File: config.mk
export PLATFORM = sky130hd
export DESIGN_NAME = mat_operand_feeder
export DESIGN_NICKNAME = d
export VERILOG_FILES = /design/src/rtl/mat_operand_feeder_pkg.sv /design/src/rtl/dot_idx_cnt.sv /design/src/rtl/mat_operand_feeder.sv
export SDC_FILE = /design/constraint.sdc
export NUM_CORES = 1
export LEC_CHECK = 0
export BUFFER_PORTS_ARGS = -buffer_cell sky130_fd_sc_hd__buf_2
export CORE_MARGIN = 5
export CORE_UTILIZATION = 48
export CTS_CLUSTER_DIAMETER = 200
export DETAILED_ROUTE_END_ITERATION = 16
export GPL_ROUTABILITY_DRIVEN = 1
export MAX_ROUTING_LAYER = met4
export PLACE_DENSITY = 0.76
export SLEW_MARGIN = 20
export SYNTH_ARGS = -nofsm -noshare
export SYNTH_HDL_FRONTEND = slang
export SYNTH_SLANG_ARGS = --single-unit
File: constraint.sdc
create_clock -name I_sys_clk -period 1.4 [get_ports I_sys_clk]
set_input_delay 0.28 -clock I_sys_clk [delete_from_list [all_inputs] [get_ports I_sys_clk]]
set_output_delay 0.28 -clock I_sys_clk [all_outputs]
set_load 0.03 [all_outputs]
File: src/rtl/mat_operand_feeder_pkg.sv
// Shared definitions for the matrix operand feeder: default sizes, FSM state encodings, element packing.
// Latency: none (types, constants and pure functions only).
// Backpressure: not applicable.
package mat_operand_feeder_pkg;

    localparam int DATA_W_DEF = 8;
    localparam int DIM_DEF    = 2;

    typedef enum logic [1:0] {
        ST_IDLE  = 2'd0,
        ST_ISSUE = 2'd1,
        ST_DONE  = 2'd2
    } state_e;

    // Bit offset of element (r,c) in a row-major packed DIMxDIM matrix.
    function automatic int elem_off(input int r, input int c, input int dim, input int dw);
        return (r * dim + c) * dw;
    endfunction

    // clog2 that never returns zero, so counters and indices keep at least one bit.
    function automatic int min1_clog2(input int v);
        return (v > 1) ? $clog2(v) : 1;
    endfunction

endpackage

File: src/rtl/dot_idx_cnt.sv
// Nested i/j/k loop counter for C=A*B: k fastest, then j, then i, each wrapping at DIM-1.
// Latency: counts update on the edge where en_i=1; clr_i wins over en_i.
// Backpressure: en_i low freezes all three counters.
module dot_idx_cnt #(
    parameter int DIM   = 2,
    parameter int CNT_W = 1
) (
    input  logic             clk_i,
    input  logic             rst_ni,
    input  logic             clr_i,
    input  logic             en_i,
    output logic [CNT_W-1:0] i_o,
    output logic [CNT_W-1:0] j_o,
    output logic [CNT_W-1:0] k_o,
    output logic             k_first_o,
    output logic             k_last_o,
    output logic             term_o
);

    localparam logic [CNT_W-1:0] MAX = CNT_W'(DIM - 1);

    logic [CNT_W-1:0] i_q, i_d;
    logic [CNT_W-1:0] j_q, j_d;
    logic [CNT_W-1:0] k_q, k_d;

    // Next count: clear to origin, or step k and ripple wraps into j and i.
    always_comb begin
        i_d = i_q;
        j_d = j_q;
        k_d = k_q;
        if (clr_i) begin
            i_d = '0;
            j_d = '0;
            k_d = '0;
        end else if (en_i) begin
            if (k_q == MAX) begin
                k_d = '0;
                if (j_q == MAX) begin
                    j_d = '0;
                    i_d = (i_q == MAX) ? '0 : i_q + 1'b1;
                end else begin
                    j_d = j_q + 1'b1;
                end
            end else begin
                k_d = k_q + 1'b1;
            end
        end
    end

    // Counter registers.
    always_ff @(posedge clk_i or negedge rst_ni) begin
        if (!rst_ni) begin
            i_q <= '0;
            j_q <= '0;
            k_q <= '0;
        end else begin
            i_q <= i_d;
            j_q <= j_d;
            k_q <= k_d;
        end
    end

    assign i_o       = i_q;
    assign j_o       = j_q;
    assign k_o       = k_q;
    assign k_first_o = (k_q == '0);
    assign k_last_o  = (k_q == MAX);
    assign term_o    = (i_q == MAX) && (j_q == MAX) && (k_q == MAX);

endmodule

File: src/rtl/mat_operand_feeder.sv
// Captures one A/B matrix pair and streams the DIM^3 operand pairs of C=A*B to the MAC cell.
// Latency: first pair registered one edge after acceptance, one pair per edge, done pulse one edge after the last pair.
// Backpressure: I_hold freezes issue (ena drops, outputs hold); O_load_ready is high only in IDLE.
module mat_operand_feeder
    import mat_operand_feeder_pkg::*;
#(
    parameter  int DATA_W = DATA_W_DEF,
    parameter  int DIM    = DIM_DEF,
    localparam int IDX_W  = min1_clog2(DIM * DIM),
    localparam int CNT_W  = min1_clog2(DIM),
    localparam int MAT_W  = DIM * DIM * DATA_W
) (
    input  logic              I_sys_clk,
    input  logic              I_sys_rstn,
    input  logic              I_load_valid,
    output logic              O_load_ready,
    input  logic [MAT_W-1:0]  I_mat_a,
    input  logic [MAT_W-1:0]  I_mat_b,
    input  logic              I_hold,
    output logic              O_cell_mult_ena,
    output logic [DATA_W-1:0] O_data1,
    output logic [DATA_W-1:0] O_data2,
    output logic              O_first,
    output logic              O_last,
    output logic [IDX_W-1:0]  O_elem_idx,
    output logic              O_busy,
    output logic              O_done
);

    state_e            state_q, state_d;
    logic [MAT_W-1:0]  mat_a_q, mat_b_q;
    logic              ena_q, first_q, last_q, done_q;
    logic [DATA_W-1:0] data1_q, data2_q;
    logic [IDX_W-1:0]  idx_q;

    logic              load_acc;
    logic              issue;
    logic [CNT_W-1:0]  cnt_i, cnt_j, cnt_k;
    logic              cnt_first, cnt_last, cnt_term;
    logic [DATA_W-1:0] sel_a, sel_b;
    logic [IDX_W-1:0]  sel_idx;

    dot_idx_cnt #(
        .DIM   (DIM),
        .CNT_W (CNT_W)
    ) u_cnt (
        .clk_i     (I_sys_clk),
        .rst_ni    (I_sys_rstn),
        .clr_i     (load_acc),
        .en_i      (issue),
        .i_o       (cnt_i),
        .j_o       (cnt_j),
        .k_o       (cnt_k),
        .k_first_o (cnt_first),
        .k_last_o  (cnt_last),
        .term_o    (cnt_term)
    );

    // Next-state logic and the per-edge accept / issue strobes.
    always_comb begin
        state_d  = state_q;
        load_acc = 1'b0;
        issue    = 1'b0;
        case (state_q)
            ST_IDLE: begin
                if (I_load_valid) begin
                    load_acc = 1'b1;
                    state_d  = ST_ISSUE;
                end
            end
            ST_ISSUE: begin
                if (!I_hold) begin
                    issue = 1'b1;
                    if (cnt_term) begin
                        state_d = ST_DONE;
                    end
                end
            end
            ST_DONE: state_d = ST_IDLE;
            default: state_d = ST_IDLE;
        endcase
    end

    // Operand selection for the current (i,j,k): A[i][k], B[k][j], target i*DIM+j.
    always_comb begin
        sel_a   = mat_a_q[elem_off(int'(cnt_i), int'(cnt_k), DIM, DATA_W) +: DATA_W];
        sel_b   = mat_b_q[elem_off(int'(cnt_k), int'(cnt_j), DIM, DATA_W) +: DATA_W];
        sel_idx = IDX_W'(int'(cnt_i) * DIM + int'(cnt_j));
    end

    // State register.
    always_ff @(posedge I_sys_clk or negedge I_sys_rstn) begin
        if (!I_sys_rstn) begin
            state_q <= ST_IDLE;
        end else begin
            state_q <= state_d;
        end
    end

    // Matrix capture on acceptance; operands are not resampled until the next accept.
    always_ff @(posedge I_sys_clk or negedge I_sys_rstn) begin
        if (!I_sys_rstn) begin
            mat_a_q <= '0;
            mat_b_q <= '0;
        end else if (load_acc) begin
            mat_a_q <= I_mat_a;
            mat_b_q <= I_mat_b;
        end
    end

    // Registered MAC-side outputs; pair fields hold their last issued value while not issuing.
    always_ff @(posedge I_sys_clk or negedge I_sys_rstn) begin
        if (!I_sys_rstn) begin
            ena_q   <= 1'b0;
            done_q  <= 1'b0;
            data1_q <= '0;
            data2_q <= '0;
            first_q <= 1'b0;
            last_q  <= 1'b0;
            idx_q   <= '0;
        end else begin
            ena_q  <= issue;
            done_q <= (state_q == ST_DONE);
            if (issue) begin
                data1_q <= sel_a;
                data2_q <= sel_b;
                first_q <= cnt_first;
                last_q  <= cnt_last;
                idx_q   <= sel_idx;
            end
        end
    end

    assign O_load_ready    = (state_q == ST_IDLE);
    assign O_busy          = (state_q != ST_IDLE);
    assign O_cell_mult_ena = ena_q;
    assign O_data1         = data1_q;
    assign O_data2         = data2_q;
    assign O_first         = first_q;
    assign O_last          = last_q;
    assign O_elem_idx      = idx_q;
    assign O_done          = done_q;

endmodule

==> out/results.ini <==
[layout]
areaGrowthSynthToFinish_pct = 38.79
fin_nets = 438
fillCellCount = 535
design_area_sq_mm = 0.005265
drive_gt1_frac = 0.6293

[synth]
yosysWarnings = 0
synth_ff_type = dfrtp_1
synthArstFlopShare = 1.000
synth_common_cells = dfrtp_1 (91), mux2_2 (63), nand2_1 (20)
syn_area_sq_mm = 0.003794
syn_inst = 251
synth_top_area_frac = 0.6003
synth_edf_count = 0
synth_top_cells_by_area = dfrtp_1 (60%), mux2_2 (19%), mux4_2 (4.7%), mux2i_1 (4.2%), mux2_1 (2.7%)
synth_most_common_cell = dfrtp_1
yosysSeqAreaShare = 0.6003
yosys.area.top_type = dfrtp_1
ys_seq_elements = 91
syn_nets = 319
synth_cell_types = 25
syn_area_per_cell_sq_um = 15.11

[critical_path]
crit_type = reg2reg
cpLargestDelayFamily = simple AND/OR/NAND/NOR gates
startpoint_type = register
cp_slowest_cell = dfrtp_2
worstPathArrival_ns = 1.82
max_stage_delay_ns = 0.45
worstPathCellList = or3b_4 > buf_6 > or3_4 > a21oi_2
path_max_fanout = 5
path_buf_inv = 1
required_ns = 1.68
crit_path_end_kind = register

[timing]
slew_headroom = 0.8090
setup_ws_ns = -0.1412
fin_skew_ns = 0.01263
fmax_mhz = 648.9
finalSetupViolCount = 85
rsz0062_at_grt = true
hold_violations = 0
min_period_ns = 1.541
period_share = 1.101
tightest_slew_ns = 0.2786
finalMaxSlewViolations = 0

[drt]
wl_met1_mm = 3.792
drtAntennaViolNets = 0
wl_met2_mm = 4.579
drtIter0Drc = 51
drc_errors = 0
first_pass_iters = 4
drt-vias-per-instance = 5.272
routed.top_layer = met4
route.met3.wl_um = 290
via_count = 2520
drt-total-wl_mm = 8.822
avgRoutedWirePerCell_um = 18.46

[floorplan]
top_level_ports = 92
die-area_sq_mm = 0.009781
start_util = 0.4909
die_x_um = 98.90
core_area_sq_mm = 0.007727
row_count = 32
chipHeight_um = 98.90

[clock_tree]
worst_skew_pair.late_latency_ns = 0.35
cts-root-buf = clkbuf_8
tritoncts = yes
clock_path_buffers = 2
path_clk_slew_ns = 0.09
cts_sinks = 91
htreeDepth = 3
cts_buffers = 9

[placement]
dpl_cell_area_sq_mm = 0.004544
place_hpwl_mm = 5.596
port_buffers = 91
gp_congestion = 0.7598
dp_slack_ns = -0.2009

[global_routing]
grt_pass1_vias = 2716
grt_overflow_total = 0
antenna_found_initial = 1
grt.total_usage = 0.1827
grt_pass1_wl_mm = 13.70
grt_start_max_net_pins = 48

[power]
leakage_nw = 2.493
power.density_mw_per_mm2 = 2360
peakVddDrop_v = 0.001146

[worst_hold_path]
hp-class = in2reg

[outcome]
violations = setup timing
outcome = finished, violations left

[flow_run]
maxCapViolCount = 0

-- layout by cell type (no fill, tap or decap), types with 2 or more instances in the layout --
cell / n
a21oi_2: 2
buf_4: 12
mux2_2: 30
buf_8: 2
bufinv_16: 3
mux2_1: 4
clkbuf_16: 3
nand2_1: 19
buf_12: 8
o221ai_2: 8
clkbuf_8: 10
buf_6: 8
nor2_1: 3
buf_16: 2
dfrtp_1: 90
inv_6: 2
buf_2: 88
mux4_2: 8
mux2i_1: 16
mux2_4: 38
-- logic make-up after synthesis --
kind of cell	synth area share
AO/OA/AOI/OAI	0.02441
buffers and inverters	0.03133
XOR/XNOR	0.002309
multiplexers	0.3034
flip-flops	0.6003
AND/OR/NAND/NOR	0.03826
-- timing repair --
action | 4_1_cts | 5_1_grt
resized for setup | 26 | 40
hold endpoints to repair | 9 | 0
gates cloned | 3 | 3
setup buffers | 4 | 4
hold buffers | 1 | 0
endpoints found under the setup margin | 88 | 88
pin swaps | 4 | 4
-- final timing paths --
check	slack, ns	startpoint	cells past startpoint	endpoint
setup / recovery	-0.14	state_q[1]	4	u_cnt.i_o
hold / removal	0.14	I_mat_b[2]	2	mat_b_q[2]
setup reg to reg	-0.14	state_q[1]	4	u_cnt.i_o
hold reg to reg	0.48	O_elem_idx[0]	2	O_elem_idx[0]
max in group asynchronous	0.60	I_sys_rstn	3	mat_a_q[27]
min in group asynchronous	0.31	I_sys_rstn	2	mat_b_q[29]
-- stage by stage --
| stage | TNS, ns | utilization | instances | total power [W] | hold slack, ns |
|---|---|---|---|---|---|
| final | -5.731 | 0.6813 | 478 | 0.01242 | 0.1426 |
| after detailed placement | -7.917 | 0.5881 | 447 | 0.009247 | 0.1334 |
| after CTS | -5.833 | 0.6506 | 471 | 0.01191 | 0.1361 |
| after floorplan | -12.89 | - | 251 | 0.007872 | -0.01559 |
| after global routing | -10.20 | 0.6813 | 478 | 0.01310 | 0.1235 |
| after global placement | -5.230 | 0.5881 | 447 | 0.009056 | 0.1302 |
-- registers in the layout (all words and copies together) (netlist names) --
signal,flops
u_cnt.j_o,1
O_elem_idx,2
O_cell_mult_ena,1
u_cnt.i_o,1
O_done,1
O_data2,8
O_data1,8
mat_b_q,32
O_last,1
state_q,2
O_first,1
u_cnt.k_last_o,1
mat_a_q,32
-- report_power, final --
group,total [W],switching (W),internal [W]
sequential,0.00464,0.000729,0.00391
clock,0.00218,0.000940,0.00124
combinational,0.00561,0.00242,0.00318
total,0.0124,0.00409,0.00833
-- metal layers --
metal / up-vias / track usage
met1: 1295 / 0.2357
li1: 1139 / -
met3: 14 / 0.03751
met5: - / -
met2: 72 / 0.2903
met4: 0 / 0.05987
-- final cells by class --
type,count,area (sq um),area share
clock buffers,10,137.6,0.02614
multi-input cells,141,1628,0.3092
repair inverters,1,8.758,0.001663
flip-flops and latches,91,2278,0.4327
well taps,102,127.6,0.02424
inverters,2,20.02,0.003802
repair buffers,124,950.9,0.1806
diodes,1,2.502,0.0004753
clock inverters,6,111.4,0.02115
Power figures use the tool's default switching activity.
